$ cat src/rtl/qacc_if.sv
// Valid/ready data-transfer interface (dti) used on both sides of the queue reducer.
interface dti #(
    parameter int W = 8
) ();
    logic         valid;
    logic         ready;
    logic [W-1:0] data;

    modport producer (output valid, output data, input ready);
    modport consumer (input valid, input data, output ready);
    modport master   (output valid, output data, input ready);
    modport slave    (input valid, input data, output ready);
endinterface

$ cat src/rtl/qacc.sv
// Queue reducer: sums an eot-terminated stream and emits {count, sum} per queue.
// Define QACC_SAT_EN to make the sum and the count saturate instead of wrapping.
module qacc #(
    parameter int W_DATA = 16,
    parameter int W_ACC  = 32,
    parameter int W_CNT  = 16,
    parameter bit SIGNED = 1'b0
) (
    input  logic  clk,
    input  logic  rst,
    dti.consumer  din,
    dti.producer  dout
);
    localparam logic [W_ACC-1:0] LO_MASK = W_ACC'({W_DATA{1'b1}});
`ifdef QACC_SAT_EN
    localparam logic [W_ACC-1:0] ACC_MAX_S = {1'b0, {(W_ACC-1){1'b1}}};
    localparam logic [W_ACC-1:0] ACC_MIN_S = ~ACC_MAX_S;

    function automatic logic [W_ACC-1:0] acc_add(input logic [W_ACC-1:0] a,
                                                 input logic [W_ACC-1:0] b);
        logic [W_ACC:0] s;
        s = {1'b0, a} + {1'b0, b};
        if (SIGNED) begin
            // Overflow only when both operands share a sign the result lacks.
            if ((a[W_ACC-1] == b[W_ACC-1]) && (s[W_ACC-1] != a[W_ACC-1]))
                return a[W_ACC-1] ? ACC_MIN_S : ACC_MAX_S;
        end else if (s[W_ACC]) begin
            return '1;
        end
        return s[W_ACC-1:0];
    endfunction

    function automatic logic [W_CNT-1:0] cnt_inc(input logic [W_CNT-1:0] a);
        return (&a) ? a : a + W_CNT'(1);
    endfunction
`else
    function automatic logic [W_ACC-1:0] acc_add(input logic [W_ACC-1:0] a,
                                                 input logic [W_ACC-1:0] b);
        return a + b;
    endfunction

    function automatic logic [W_CNT-1:0] cnt_inc(input logic [W_CNT-1:0] a);
        return a + W_CNT'(1);
    endfunction
`endif

    logic [W_ACC-1:0]       acc_q, acc_d;
    logic [W_CNT-1:0]       cnt_q, cnt_d;
    logic                   started_q, started_d;
    logic                   out_valid_q, out_valid_d;
    logic [W_CNT+W_ACC-1:0] out_data_q, out_data_d;

    logic                   eot;
    logic [W_DATA-1:0]      elem;
    logic [W_ACC-1:0]       ext;
    logic [W_ACC-1:0]       acc_next;
    logic [W_CNT-1:0]       cnt_next;
    logic                   din_ready;
    logic                   din_hs;

    assign eot       = din.data[W_DATA];
    assign elem      = din.data[W_DATA-1:0];
    assign din_ready = ~out_valid_q | dout.ready;
    assign din_hs    = din.valid & din_ready;

    assign din.ready  = din_ready;
    assign dout.valid = out_valid_q;
    assign dout.data  = out_data_q;

    always_comb begin
        ext = W_ACC'(elem);
        if (SIGNED && elem[W_DATA-1])
            ext = ext | ~LO_MASK;
        // A fresh queue starts from zero, so the first element can never overflow.
        acc_next = acc_add(started_q ? acc_q : '0, ext);
        cnt_next = cnt_inc(started_q ? cnt_q : '0);
    end

    always_comb begin
        acc_d       = acc_q;
        cnt_d       = cnt_q;
        started_d   = started_q;
        out_valid_d = out_valid_q;
        out_data_d  = out_data_q;
        if (out_valid_q && dout.ready)
            out_valid_d = 1'b0;
        if (din_hs) begin
            if (eot) begin
                out_valid_d = 1'b1;
                out_data_d  = {cnt_next, acc_next};
                acc_d       = '0;
                cnt_d       = '0;
                started_d   = 1'b0;
            end else begin
                acc_d       = acc_next;
                cnt_d       = cnt_next;
                started_d   = 1'b1;
            end
        end
    end

    always_ff @(posedge clk or negedge rst) begin
        if (!rst) begin
            acc_q       <= '0;
            cnt_q       <= '0;
            started_q   <= 1'b0;
            out_valid_q <= 1'b0;
            out_data_q  <= '0;
        end else begin
            acc_q       <= acc_d;
            cnt_q       <= cnt_d;
            started_q   <= started_d;
            out_valid_q <= out_valid_d;
            out_data_q  <= out_data_d;
        end
    end
endmodule

$ cat src/flat_wrapper.sv
// flat-port wrapper written by rule: the top's interface ports become plain ports
module qacc_flat 
#(
    parameter int W_DATA = 16,
    parameter int W_ACC  = 32,
    parameter int W_CNT  = 16,
    parameter bit SIGNED = 1'b0
)
  (clk, rst, din_valid, din_data, din_ready, dout_valid, dout_data, dout_ready);
  dti #(.W(17)) din_i ();
  dti #(.W(48)) dout_i ();
  input  logic clk;
  input  logic rst;
  input wire logic [$bits(din_i.valid)-1:0] din_valid;
  input wire logic [$bits(din_i.data)-1:0] din_data;
  output wire logic [$bits(din_i.ready)-1:0] din_ready;
  output wire logic [$bits(dout_i.valid)-1:0] dout_valid;
  output wire logic [$bits(dout_i.data)-1:0] dout_data;
  input wire logic [$bits(dout_i.ready)-1:0] dout_ready;
  assign din_i.valid = din_valid;
  assign din_i.data = din_data;
  assign din_ready = din_i.ready;
  assign dout_valid = dout_i.valid;
  assign dout_data = dout_i.data;
  assign dout_i.ready = dout_ready;
  qacc #(.W_DATA(W_DATA), .W_ACC(W_ACC), .W_CNT(W_CNT), .SIGNED(SIGNED)) u_core (.clk(clk), .rst(rst), .din(din_i), .dout(dout_i));
endmodule
$ cat config.mk
export PLATFORM = sky130hd
export DESIGN_NAME = qacc_flat
export DESIGN_NICKNAME = d
export VERILOG_FILES = /design/src/rtl/qacc_if.sv /design/src/rtl/qacc.sv /design/src/flat_wrapper.sv
export SDC_FILE = /design/constraint.sdc
export NUM_CORES = 1
export LEC_CHECK = 0
export ABC_AREA = 1
export CAP_MARGIN = 20
export CORE_ASPECT_RATIO = 1.75
export CORE_MARGIN = 8
export CORE_UTILIZATION = 25
export DETAILED_ROUTE_END_ITERATION = 7
export GPL_ROUTABILITY_DRIVEN = 0
export PLACE_DENSITY = 0.38
export REMOVE_ABC_BUFFERS = 1
export SYNTH_ARGS = -nofsm -noshare
export SYNTH_HDL_FRONTEND = slang
export SYNTH_SLANG_ARGS = --single-unit
$ cat constraint.sdc
create_clock -name clk -period 3 [get_ports clk]
set_clock_uncertainty 0.05 [all_clocks]
set_input_delay 0.6 -clock clk [delete_from_list [all_inputs] [get_ports clk]]
set_output_delay 0.6 -clock clk [all_outputs]
set_load 0.02 [all_outputs]
After elaboration in Yosys (flattened, before gate mapping):

Index checks and enable logic that the tools add are counted.

* register bits: 98
* input port bits: 21
* output and inout bits: 50
* word-level logic and storage cells: 20

* add/subtract/negate cells: 2
* muxes and demuxes: 8
* bitwise operators: 3
* reduce and logical (&&, ||, !) cells: 2

Operators with widths (number)
* 32-bit two-way mux: 2
* 32-bit by 16-bit adder with 32-bit output: 1
* 16-bit two-way mux: 2
* 16-bit by 1-bit adder with 16-bit output, second input constant: 1
* 1-bit two-way mux: 4
* 2-bit AND reduction: 1
* 1-bit bitwise AND: 1
* 1-bit logical AND: 1
* 1-bit NOT: 1
* 1-bit bitwise OR: 1

Logic depth before layout (Yosys ltp):

* depth in word-level cells: 4
* mapped depth: 19
* depth with buffers taken out: 15

Worst setup path after synthesis:

OpenSTA, ideal clock, no wires.

* path type: reg-to-reg
* from: register u_core.started_q
* to: register u_core.acc_q[12]
* slack: 430 ps
* path buffers: 4
* clock period less this slack: 2570 ps
* arrival: 2402 ps
* required time: 2832 ps
* setup time: 118 ps
* cell stages (with the launch flop): 16
* cell sequence: dfrtp_1 > buf_6 > buf_6 > buf_2 > buf_2 > nand2_1 > inv_1 > ha_1 > fa_1 > nand2_1 > nand2_1 > nand4_1 > nand3_1 > or2_2 > nand3_1 > nand2_1

* cells in the longest elaborated chain, start to end: 3

Ends and longest elaborated chain
* start, declared: line qacc.sv:49 `logic started_q, started_d;`
* start signal, assigned: line qacc.sv:112 `started_q <= started_d;`
* 32-bit two-way mux: line qacc.sv:75 `acc_next = acc_add(started_q ? acc_q : '0, ext);`
* 32-bit by 16-bit adder with 32-bit output: line qacc.sv:39 `return a + b;`
* 32-bit two-way mux: line qacc.sv:88 `if (eot) begin`
* end signal, assigned: line qacc.sv:104 `acc_q <= '0;`
* end signal, assigned: line qacc.sv:110 `acc_q <= acc_d;`
* end, declared: line qacc.sv:47 `logic [W_ACC-1:0] acc_q, acc_d;`

No other way between the ends.
A chain may end at the register's enable or synchronous reset.

Worst setup path after layout:

* from: register u_core.started_q
* to: register u_core.out_data_q[22] (netlist: u_core.dout.data[22])

* cells in the longest elaborated chain, start to end: 2

Ends and longest elaborated chain
* 32-bit two-way mux: line qacc.sv:75
* 32-bit by 16-bit adder with 32-bit output: line qacc.sv:39
* end signal, assigned: line qacc.sv:114 `out_data_q <= out_data_d;`
* end, declared: line qacc.sv:51 `logic [W_CNT+W_ACC-1:0] out_data_q, out_data_d;`

No other way between the ends.

==> flow_summary.toml <==
[clocking]
clock_tree.buffer_depth = 2
clk-insertion-delay-late_ns = 0.36
cts_buffers = 9
cts.sink_count = 98
clockRootBuffer = "sky130_fd_sc_hd__clkbuf_16"
htreeDepth = 3
clk_transition_reported_paths_ns = 0.07
post_cts.resized_instances = 0
hold_fix_buffers_cts = 0
tritoncts = "done"
postCtsSetupRepairBufs = 0

[grt]
grt_util_all_layers_pct = 13.9
antenna_found_initial = 0
grt_remaining_overflow = 0
grt_first_pass_wirelength_mm = 31.4
via_count_of_the_first_global_routing_pass = 5786
grt_max_degree = 53

[cells_and_area]
num-nets-final = 973
area.growth.synth_to_final_pct = 24.2
design_area_um2 = 7350
fill_cells = 2608
fin_util_pct = 31.5
ratio_of_cells_with_drive_above_1_in_the_final_layout_pct = 6.60
antennaDiodeCount = 0

[synth]
synth.yosys.seq_area_share_pct = 41.4
syn_avg_cell_area_um2 = 6.90
number_of_storage_elements_in_the_synthesis_netlist = 98
number_of_enable_type_register_cells_in_the_synthesized_netlist = 0
synth_area_leaders = "sky130_fd_sc_hd__dfrtp_1 41%, sky130_fd_sc_hd__nand2_1 23%, sky130_fd_sc_hd__nand3_1 7.1%, sky130_fd_sc_hd__inv_1 7.0%, sky130_fd_sc_hd__ha_1 3.6%"
leading_cell_type_by_number_of_instances_after_synthesis = "sky130_fd_sc_hd__nand2_1"
synth_area_um2 = 5920
post-synth-top-area-fraction_pct = 41.4
ys.warnings.count = 0
yosysUniqueCellTypes = 34
postSynthCellCount = 858
synth_commonest_cells = "370 x sky130_fd_sc_hd__nand2_1, 110 x sky130_fd_sc_hd__inv_1, 98 x sky130_fd_sc_hd__dfrtp_1"
synthFlopType = "sky130_fd_sc_hd__dfrtp_1"
async_reset_ff_share_pct = 100
synth_top_cell_by_area = "sky130_fd_sc_hd__dfrtp_1"

[drt]
detail_route.first_pass.iterations = 4
postRouteAntennaNets = 0
routed_wl_mm = 19.2
first_iter_violations = 267
vias_per_cell = 4.32
drc_errors = 0
routed_vias = 5368
route.detailed.wl_per_inst_um = 15.5

[place]
sum_of_net_half_perimeters_after_detailed_placement_mm = 15.2
portBuffers = 70
placedInstanceArea_um2 = 7050

[setup_path]
critical-path-top-cell-by-count = "sky130_fd_sc_hd__nand2_1"
crit_path_max_incr_delay_ns = 0.58
data_required_critical_path_ns = 3.20
criticalPathCategory = "flip-flop to flip-flop"
timing.critical_path.cells = "buf_4, nand2_1, inv_1, ha_1, nand2_1, nor2_1, and2_1, nand2_1, nand2_1, nand2_1, nand2_1, nand2_1, nand3_1, nand2_1"
timing.critical_path.buf_inv = 2
crit_path_top_delay_cell = "sky130_fd_sc_hd__dfrtp_2"
crit_path_max_fanout = 20
critPathCaptureType = "flip-flop"
worst_ep_arrival_time_ns = 2.83
setup.worst_path.start_class = "flip-flop"
family_with_the_most_delay_on_the_worst_path = "simple AND/OR/NAND/NOR gates"

[sta]
max_slew.worst_pin.slew_ns = 0.574
rsz0062_at_grt = "false"
finalMaxSlewViolations = 0
finalHoldViolations = 0
timing.hold.ws_ns = 0.170
fin_crit_sh_pct = 87.9
timing.fmax_mhz = 379
setup_tns_ns = 0
final_count_of_negative_setup_slack_endpoints = 0
finalCriticalPeriod_ns = 2.64
slew-limit-headroom_pct = 61.7

[die]
coreArea_um2 = 23300
die_span_x_um = 132
overall_die_area_um2 = 29100
initial_utilization_pct = 25.4
fp.dieH_um = 220
top_level_pins = 71
rows = 74

[run]
cap_violations = 0

[hold_path]
hold_path.class = "input pin to asynchronous set/reset pin"

[power_and_ir_drop]
cellPowerDensity_nw_per_um2 = 524
p_leak_nw = 3.96
report.power.total_mw = 3.85
vdd_drop_max_mv = 0.265

[status]
outcome = "finished, final reports clean"
==> worst reg2reg max path, stage by stage, from the launching register on <==
cell and delay [ns]:
sky130_fd_sc_hd__dfrtp_2 0.58, sky130_fd_sc_hd__buf_4 0.24, sky130_fd_sc_hd__nand2_1 0.05, sky130_fd_sc_hd__inv_1 0.06
sky130_fd_sc_hd__ha_1 0.39, sky130_fd_sc_hd__nand2_1 0.13, sky130_fd_sc_hd__nor2_1 0.27, sky130_fd_sc_hd__and2_1 0.17
sky130_fd_sc_hd__nand2_1 0.06, sky130_fd_sc_hd__nand2_1 0.19, sky130_fd_sc_hd__nand2_1 0.10, sky130_fd_sc_hd__nand2_1 0.07
sky130_fd_sc_hd__nand2_1 0.06, sky130_fd_sc_hd__nand3_1 0.07, sky130_fd_sc_hd__nand2_1 0.05
==> through the flow <==
| stage | std cells | worst slack (ns) |
|---|---|---|
| global placement | 1227 | 0.131 |
| detailed placement | 1227 | 0.132 |
| finish | 1243 | 0.362 |
| CTS | 1243 | 0.323 |
| floorplan | 834 | -0.292 |
| global route | 1243 | 0.131 |
==> kinds of logic (layout without fill, tap and decap cells) <==
kind of cell / count (synthesis) / after routing / share of synthesized area (%)
adders and majority gates: 18 / 18 / 3.93
xor gates and xnor gates: 20 / 20 / 2.96
buffers and inverters: 135 / 216 / 9.03
AOI/OAI and AO/OA: 51 / 51 / 4.46
DFF: 98 / 98 / 41.4
and+or+nand+nor: 536 / 536 / 38.2
==> registers in the layout, indices dropped and copies added (netlist names) <==
name / count
u_core.dout.data: 48
u_core.acc_q: 32
u_core.cnt_q: 16
u_core.dout.valid: 1
u_core.started_q: 1
==> power breakdown <==
group | switching [mW] | internal (mW)
registers | 0.0980 | 1.46
clock network | 0.543 | 0.672
logic | 0.660 | 0.411
==> layout make-up <==
cell class                 instances  area [um^2]  area share (%)
multi-input combinational        625         2940            39.9
sequential                        98         2450            33.4
timing repair buffer              89          866            11.8
inverter                         111          417            5.67
tap                              304          380            5.18
clock buffer                      12          246            3.35
clock inverter                     4         51.3           0.698
==> per-layer routing <==
layer  wire (um)  GRT usage (%)  part of all wire (%)  vias up
met2       10900           27.2                    57       67
met1        7430           14.4                    39     2485
li1            -              -                     -     2798
met5           0              0                     0        -
met4         394           5.06                   2.0        0
met3         507           2.51                   2.6       18
==> layout by cell type, fill, tap and decap left out, types with 4 or more instances in the layout <==
| cell type | synthesis | routed |
|---|---|---|
| sky130_fd_sc_hd__clkdlybuf4s50_1 | 0 | 69 |
| sky130_fd_sc_hd__o21ai_0 | 37 | 37 |
| sky130_fd_sc_hd__xnor2_1 | 8 | 8 |
| sky130_fd_sc_hd__nor3_1 | 4 | 4 |
| sky130_fd_sc_hd__nand3_1 | 84 | 84 |
| sky130_fd_sc_hd__clkbuf_16 | 0 | 9 |
| sky130_fd_sc_hd__a21oi_1 | 9 | 9 |
| sky130_fd_sc_hd__nand4_1 | 8 | 8 |
| sky130_fd_sc_hd__ha_1 | 17 | 17 |
| sky130_fd_sc_hd__xor2_1 | 12 | 12 |
| sky130_fd_sc_hd__nor2_2 | 8 | 9 |
| sky130_fd_sc_hd__nand2_1 | 370 | 370 |
| sky130_fd_sc_hd__inv_1 | 110 | 109 |
| sky130_fd_sc_hd__buf_4 | 1 | 18 |
| sky130_fd_sc_hd__dfrtp_1 | 98 | 97 |
| sky130_fd_sc_hd__nand2_2 | 5 | 5 |
| sky130_fd_sc_hd__nor2_1 | 41 | 40 |
==> worst paths after layout <==
path / slack, ns / start / endpoint / cells past startpoint
hold reg to reg: 0.43 / u_core.acc_q[9] / u_core.acc_q[9] / 2
setup / recovery: 0.36 / u_core.started_q / u_core.dout.data[22] / 14
min in group clk: 0.43 / u_core.acc_q[9] / u_core.acc_q[9] / 2
max in group asynchronous: 1.91 / rst / u_core.dout.data[8] / 3
hold / removal: 0.17 / rst / u_core.dout.data[25] / 1
setup reg to reg: 0.36 / u_core.started_q / u_core.dout.data[22] / 14
(Power assumes the default switching activity.)
